$ cat src/rtl/pc_branch_ctrl.sv
// Program-counter sequencer with a 32-entry, 8-bit branch-target table.
// On reset, INIT rebuilds the table so that entry i holds i. The controller then waits in IDLE.
// In RUN, the PC steps by one, takes a branch, stalls, or halts.
// Optional feature: define PC_BRANCH_REL_EN to enable PC-relative branches (BranchRel).
// Without it, every branch is absolute.
module pc_branch_ctrl #(
  parameter int unsigned PC_W      = 10,
  parameter int unsigned TBL_DEPTH = 32
) (
  input  logic            Clk,
  input  logic            Reset,
  input  logic            Start,
  input  logic            Stall,
  input  logic            Halt,
  input  logic            BranchEn,
  input  logic [4:0]      BranchIdx,
  input  logic            BranchRel,
  input  logic            TblWe,
  input  logic [4:0]      TblAddr,
  input  logic [7:0]      TblData,
  output logic [PC_W-1:0] PC,
  output logic            Busy,
  output logic            Done
);

  localparam logic [4:0] LastIdx = 5'(TBL_DEPTH - 1);

  typedef enum logic [1:0] {
    StInit,
    StIdle,
    StRun,
    StHalted
  } state_e;

  state_e          state_q, state_d;
  logic [PC_W-1:0] pc_q, pc_d;
  logic [4:0]      init_cnt_q, init_cnt_d;
  logic [7:0]      tbl_q [TBL_DEPTH];
  logic [7:0]      tgt_raw;
  logic [PC_W-1:0] br_tgt;

  // The lookup reads the registered table, so a same-cycle write is not visible to the branch.
  assign tgt_raw = tbl_q[BranchIdx];

`ifdef PC_BRANCH_REL_EN
  // The relative offset is sign-extended; the sum wraps modulo 2^PC_W.
  assign br_tgt = BranchRel ? pc_q + PC_W'($signed(tgt_raw)) : PC_W'(tgt_raw);
`else
  logic unused_rel;
  assign unused_rel = BranchRel;
  assign br_tgt     = PC_W'(tgt_raw);
`endif

  // Next-state, next-PC and init-counter logic.
  always_comb begin
    state_d    = state_q;
    pc_d       = pc_q;
    init_cnt_d = init_cnt_q;
    unique case (state_q)
      StInit: begin
        init_cnt_d = init_cnt_q + 5'd1;
        if (init_cnt_q == LastIdx) begin
          state_d = StIdle;
        end
      end
      StIdle, StHalted: begin
        if (Start) begin
          pc_d    = '0;
          state_d = StRun;
        end
      end
      StRun: begin
        if (Halt) begin
          state_d = StHalted;
        end else if (Stall) begin
          pc_d = pc_q;
        end else if (BranchEn) begin
          pc_d = br_tgt;
        end else begin
          pc_d = pc_q + PC_W'(1);
        end
      end
      default: state_d = StInit;
    endcase
  end

  // State, PC and init counter, with synchronous active-low reset.
  always_ff @(posedge Clk) begin
    if (!Reset) begin
      state_q    <= StInit;
      pc_q       <= '0;
      init_cnt_q <= '0;
    end else begin
      state_q    <= state_d;
      pc_q       <= pc_d;
      init_cnt_q <= init_cnt_d;
    end
  end

  // Target table: filled by INIT and written by the user outside INIT; reset does not clear it.
  always_ff @(posedge Clk) begin
    if (Reset) begin
      if (state_q == StInit) begin
        tbl_q[init_cnt_q] <= 8'(init_cnt_q);
      end else if (TblWe) begin
        tbl_q[TblAddr] <= TblData;
      end
    end
  end

  assign PC   = pc_q;
  assign Busy = (state_q == StInit) || (state_q == StRun);
  assign Done = (state_q == StHalted);

endmodule

$ cat config.mk
export PLATFORM = sky130hd
export DESIGN_NAME = pc_branch_ctrl
export DESIGN_NICKNAME = d
export VERILOG_FILES = /design/src/rtl/pc_branch_ctrl.sv
export SDC_FILE = /design/constraint.sdc
export NUM_CORES = 1
export LEC_CHECK = 0
export ABC_AREA = 1
export CAP_MARGIN = 25
export CORE_UTILIZATION = 51
export DETAILED_ROUTE_END_ITERATION = 10
export PLACE_DENSITY = 0.8
export SYNTH_ARGS = -nofsm -noshare
export SYNTH_HDL_FRONTEND = slang
export SYNTH_SLANG_ARGS = --single-unit
$ cat constraint.sdc
create_clock -name Clk -period 4.47 [get_ports Clk]
set_input_delay 0.6705 -clock Clk [delete_from_list [all_inputs] [get_ports Clk]]
set_output_delay 0.6705 -clock Clk [all_outputs]
set_load 0.05 [all_outputs]
# --- Yosys cells after proc, flatten, opt, wreduce, memory -nomap -nowiden ---
# Memories as Yosys holds them, arrays and structs flattened.
# Index checks and enable logic that the tools add are counted.
totals:
  ramBits: 256
  ff_bits: 17
  inputBits: 26
  memories: 1
classes:
  n_reduce_logical: 7
  n_addsub: 2
  n_eq_ne: 9
  n_mux: 19
mem_list:
  columns: ["name", "words", "word_bits", "rd", "rd_clocked_by_memory_dff", "wr", "line", "source"]
  rows:
  - ["tbl_q", 32, 8, 1, 0, 1, "38", "logic [7:0] tbl_q [TBL_DEPTH];"]
ops:
  columns: ["cell", "n"]
  rows:
  - ["10-bit 2-to-1 mux", 4]
  - ["10-bit one-hot mux with 2 select lines", 1]
  - ["10-bit by 1-bit adder with 10-bit output, second input constant", 1]
  - ["2-bit != test, second input constant", 5]
  - ["1-bit 2-to-1 mux", 8]
  - ["8-bit 2-to-1 mux", 1]
  - ["8-bit OR reduction", 1]
  - ["2-bit 2-to-1 mux", 3]
  - ["2-bit one-hot mux with 3 select lines", 1]
  - ["5-bit by 1-bit adder with 5-bit output, second input constant", 1]
  - ["5-bit equality test, second input constant", 1]
  - ["5-bit 2-to-1 mux", 1]
  - ["2-bit equality test, second input constant", 2]
  - ["4-bit AND reduction", 1]
  - ["3-bit AND reduction", 1]
  - ["2-bit by 1-bit equality test with 1-bit output, second input constant", 1]
  - ["2-bit zero test", 1]
  - ["2-bit nonzero test", 1]
  - ["2-bit OR reduction", 1]
  - ["1-bit logical OR", 1]

# --- Logic depth before layout (Yosys ltp) ---
logic_depth:
  depth_word: 6
  mapped_depth: 14
  depth_no_buf: 11

# --- Worst setup path before layout ---
# OpenSTA, ideal clock, no wires.
synth_path:
  path_type: "input -> register"
  from: "in Reset"
  to: "mem tbl_q[0][1] (data pin)"
  arrival_time_ps: 2312
  required_time_ps: 4016
  setup_ps: 454
  setup_slack_ps: 1704
  path_stages: 4
  cell_sequence: "inv_2 nor3_4 buf_4 o21ai_0"
synth_via:
  elab_chain_cells: 4
synth_rtl:
  columns: ["element", "line", "source"]
  rows:
  - ["from (decl)", "11", "input logic Reset,"]
  - ["1-bit 2-to-1 mux", "102", "if (Reset) begin"]
  - ["1-bit 2-to-1 mux (implied by the code)", "106", "tbl_q[TblAddr] <= TblData;"]
  - ["8-bit OR reduction (no source line)", null, null]
  - ["8-bit 2-to-1 mux (no source line)", null, null]
  - ["to (decl)", "38", null]
# No other way between the ends.

# --- Worst setup path in the final report ---
layout_path:
  from: "in Reset"
  to: "mem tbl_q[18][0], enable pin"
layout_via:
  elab_chain_cells: 4
  elab_cells_between_ends: 7
  classes_between: "6 x mux; 1 x reduce/logical"
layout_rtl:
  columns: ["element", "line"]
  rows:
  - ["1-bit 2-to-1 mux", "102"]
  - ["1-bit 2-to-1 mux (implied by the code)", "106"]
  - ["8-bit OR reduction (no source line)", null]
  - ["5-bit 2-to-1 mux (no source line) or 1-bit 2-to-1 mux (tied branches)", null]
# Parallel ways exist; a longest one is shown, timed or not.

==> impl_metrics.yaml <==
run_status:
  outcome: "completed"
pwr:
  max-vdd-ir-drop_uv: 342
  leakage_nw: 4.85
  p_per_area_mw_per_mm2: 399
  power_mw: 5.25
critical_path:
  slowest_stage: "nor2_1"
  cp_top_family: "simple AND/OR/NAND/NOR gates"
  cp_num_buf_inv: 2
  crit_path_cell_trace: "clkdlybuf4s50_1 -> inv_2 -> nor3_4 -> nor2_1 -> a21oi_1 -> nand3_1 -> nor2_1"
  crit_top_cell: "nor2_1"
  crit_start: "Reset"
  cp.depth: 7
  crit_path_max_incr_delay_ns: 0.67
  crit_path_end_kind: "register"
  critical_path_class: "primary input to register"
  endpoint: "tbl_q[18][0]"
  start_kind: "primary input"
  critPathArrivalTime_ns: 3.32
  reg2reg_to: "tbl_q[18][0]"
  r2r-start: "state_q[1]"
  reg2reg_slack_ns: 1.68
  crit_path_max_fanout: 16
  ff2ff_path_depth: 6
  cp.required_ns: 4.64
logic_synthesis:
  async_flop_share_pct: 0
  synth_simple_gate_area_share_pct: 19.6
  synth-compound-area-share_pct: 6.00
  synth_top_family_by_area: "simple AND/OR/NAND/NOR gates"
  synth_top_area_cell: "edfxtp_1"
  ys_seq_area_share_pct: 70.2
  synthMuxAreaShare_pct: 0
  yosysUniqueCellTypes: 29
  synth.top_cell.area_share_pct: 67.2
  synth_commonest_cells: "nand2_1 (293), edfxtp_1 (256), nand3_1 (133), nor2_1 (105), o21ai_0 (64)"
  syn_nets: 1073
  synthCells: 1044
  yosysMostFrequentCell: "nand2_1"
  synth-xor-area-share_pct: 0.230
  synth_area_leaders: "edfxtp_1 (67%), nand2_1 (9.6%), nand3_1 (5.8%), nor2_1 (3.4%), dfxtp_1 (3.0%)"
  synthFlopType: "edfxtp_1"
  ys.warnings.count: 0
  synth-seq-cells: 273
  synth_area_sq_mm: 0.0114
  post_synth.cell_area_avg_sq_um: 11.0
  synth_fa_ha_area_share_pct: 0.328
  synth-edff-count: 256
final_layout:
  layoutNonFillerInstCount: 1404
  insertedDiodeCount: 0
  syn_to_final_growth_pct: 15.0
  design_area_sq_mm: 0.0132
  fillCellCount: 1720
  fin_util_pct: 60.1
  nNetsFinal: 1133
  drive_gt1_share_pct: 9.16
clock_tree:
  clock_latency_ns: 0.54
  cts_buffer_depth: 3
  cts_inserted_buffers: 27
  cts_root_buf: "clkbuf_16"
  clkSlewWorstSetupHoldPaths_ns: 0.06
  cts_tree: "done"
  cts.repair.resized: 0
  post_cts_buffers: 0
  cts.sinks: 273
  h-tree-depth: 1
  postCtsHoldBufs: 0
sta:
  slew-limit-headroom_pct: 38.3
  setup_viol: 0
  hold_viol_final: 0
  fmax_mhz: 317
  worst_pin_slew_ns: 0.922
  rsz0062_at_grt: "no"
  slew_violations: 0
  min_period_ns: 3.16
  fin_skew_ns: 0.0143
  period_share_pct: 70.6
  finalSetupTns_ns: 0
floorplan:
  die_h_um: 152
  num_rows: 54
  die_w_um: 152
  coreArea_sq_mm: 0.0219
  initial_core_util_pct: 52.2
  num_io_pins: 38
  die-area_sq_mm: 0.0230
place:
  placed_cells: 1353
  gp_congestion: 0.909
  portBuffers: 36
  dp_hpwl_mm: 16.1
  placed_cell_area_sq_mm: 0.0123
flow_run:
  drv_cap: 0
drt:
  dr_total_vias: 8089
  wl_mm: 27.0
  postRouteAntennaNets: 0
  via_per_inst: 5.76
  drt_iter0_markers: 817
  drt_pass1_iterations: 5
  drc_errors: 0
  wire_per_inst_um: 19.2
global_routing:
  grt_usage_pct: 24.2
  grt_overflow: 0
  antenna_found_initial: 0
  grt_pass1_wl_mm: 41.3
  first_global_vias: 7765
  grt_max_degree: 108
min_path:
  holdPathStages: 2
  hold_path_class: "register to register"
-- routing by layer --
layer / vias up / routed length [um] / global-route usage (%)
met5: - / 0 / 0
met4: 0 / 1300 / 12.3
met3: 94 / 2030 / 4.01
met2: 389 / 13100 / 39.7
met1: 3859 / 10500 / 31.1
li1: 3747 / - / -
-- how the worst min path moves through the flow --
stage / from / end / slack [ns]
after global placement: PC[9] / PC[9] / 0.49
after floorplan: init_cnt_q[1] / init_cnt_q[1] / 0.48
after global routing: PC[9] / PC[9] / 0.55
after CTS: PC[9] / PC[9] / 0.51
final: PC[9] / PC[9] / 0.51
after detailed placement: PC[9] / PC[9] / 0.50
-- area by class of cell --
cell class / instances / area, sq um / area share (%)
inverter: 39 / 148 / 1.12
clock buffer: 37 / 743 / 5.65
sequential: 273 / 8030 / 61.0
tap: 280 / 350 / 2.66
clock inverter: 12 / 82.6 / 0.628
timing repair buffer: 85 / 773 / 5.88
multi-input combinational: 678 / 3030 / 23.0
-- stage by stage --
stage | setup slack, ns | hold slack (ns)
after floorplan | 1.70 | 0.475
after global placement | 0.875 | 0.490
after detailed placement | 0.810 | 0.497
after CTS | 1.36 | 0.511
after global routing | 1.13 | 0.549
final | 1.31 | 0.507
-- kinds of logic (layout without fill, tap and decap cells) --
logic type               after synthesis  after routing
AO/OA/AOI/OAI                        129            129
XOR/XNOR                               3              3
adder cells (fa/ha/maj)                3              3
buffers and inverters                 93            173
flip-flops                           273            273
AND/OR/NAND/NOR                      543            543
-- worst min-delay path, cell delays in order (launching register included) --
cell and delay (ns):
dfxtp_1 0.33, nand2_1 0.07, a21oi_1 0.06
-- cells in the final DEF (no fill, tap or decap), drive strengths merged, types with 34 or more instances in the layout --
master / instances
nand2: 294
nor2: 108
o21ai: 70
a21oi: 36
edfxtp: 256
clkdlybuf4s50: 34
buf: 51
clkbuf: 37
nand3: 133
inv: 37
-- sequential cells by signal (all words and copies together), names as in the netlist --
signal and cells:
init_cnt_q 5, state_q 2, tbl_q 256, PC 10
-- power breakdown --
group          internal (mW)  switching (mW)
combinational         0.0962           0.223
sequential              2.79         0.00499
clock                   1.21           0.913
total                   4.11            1.14
(Power assumes the default switching activity.)
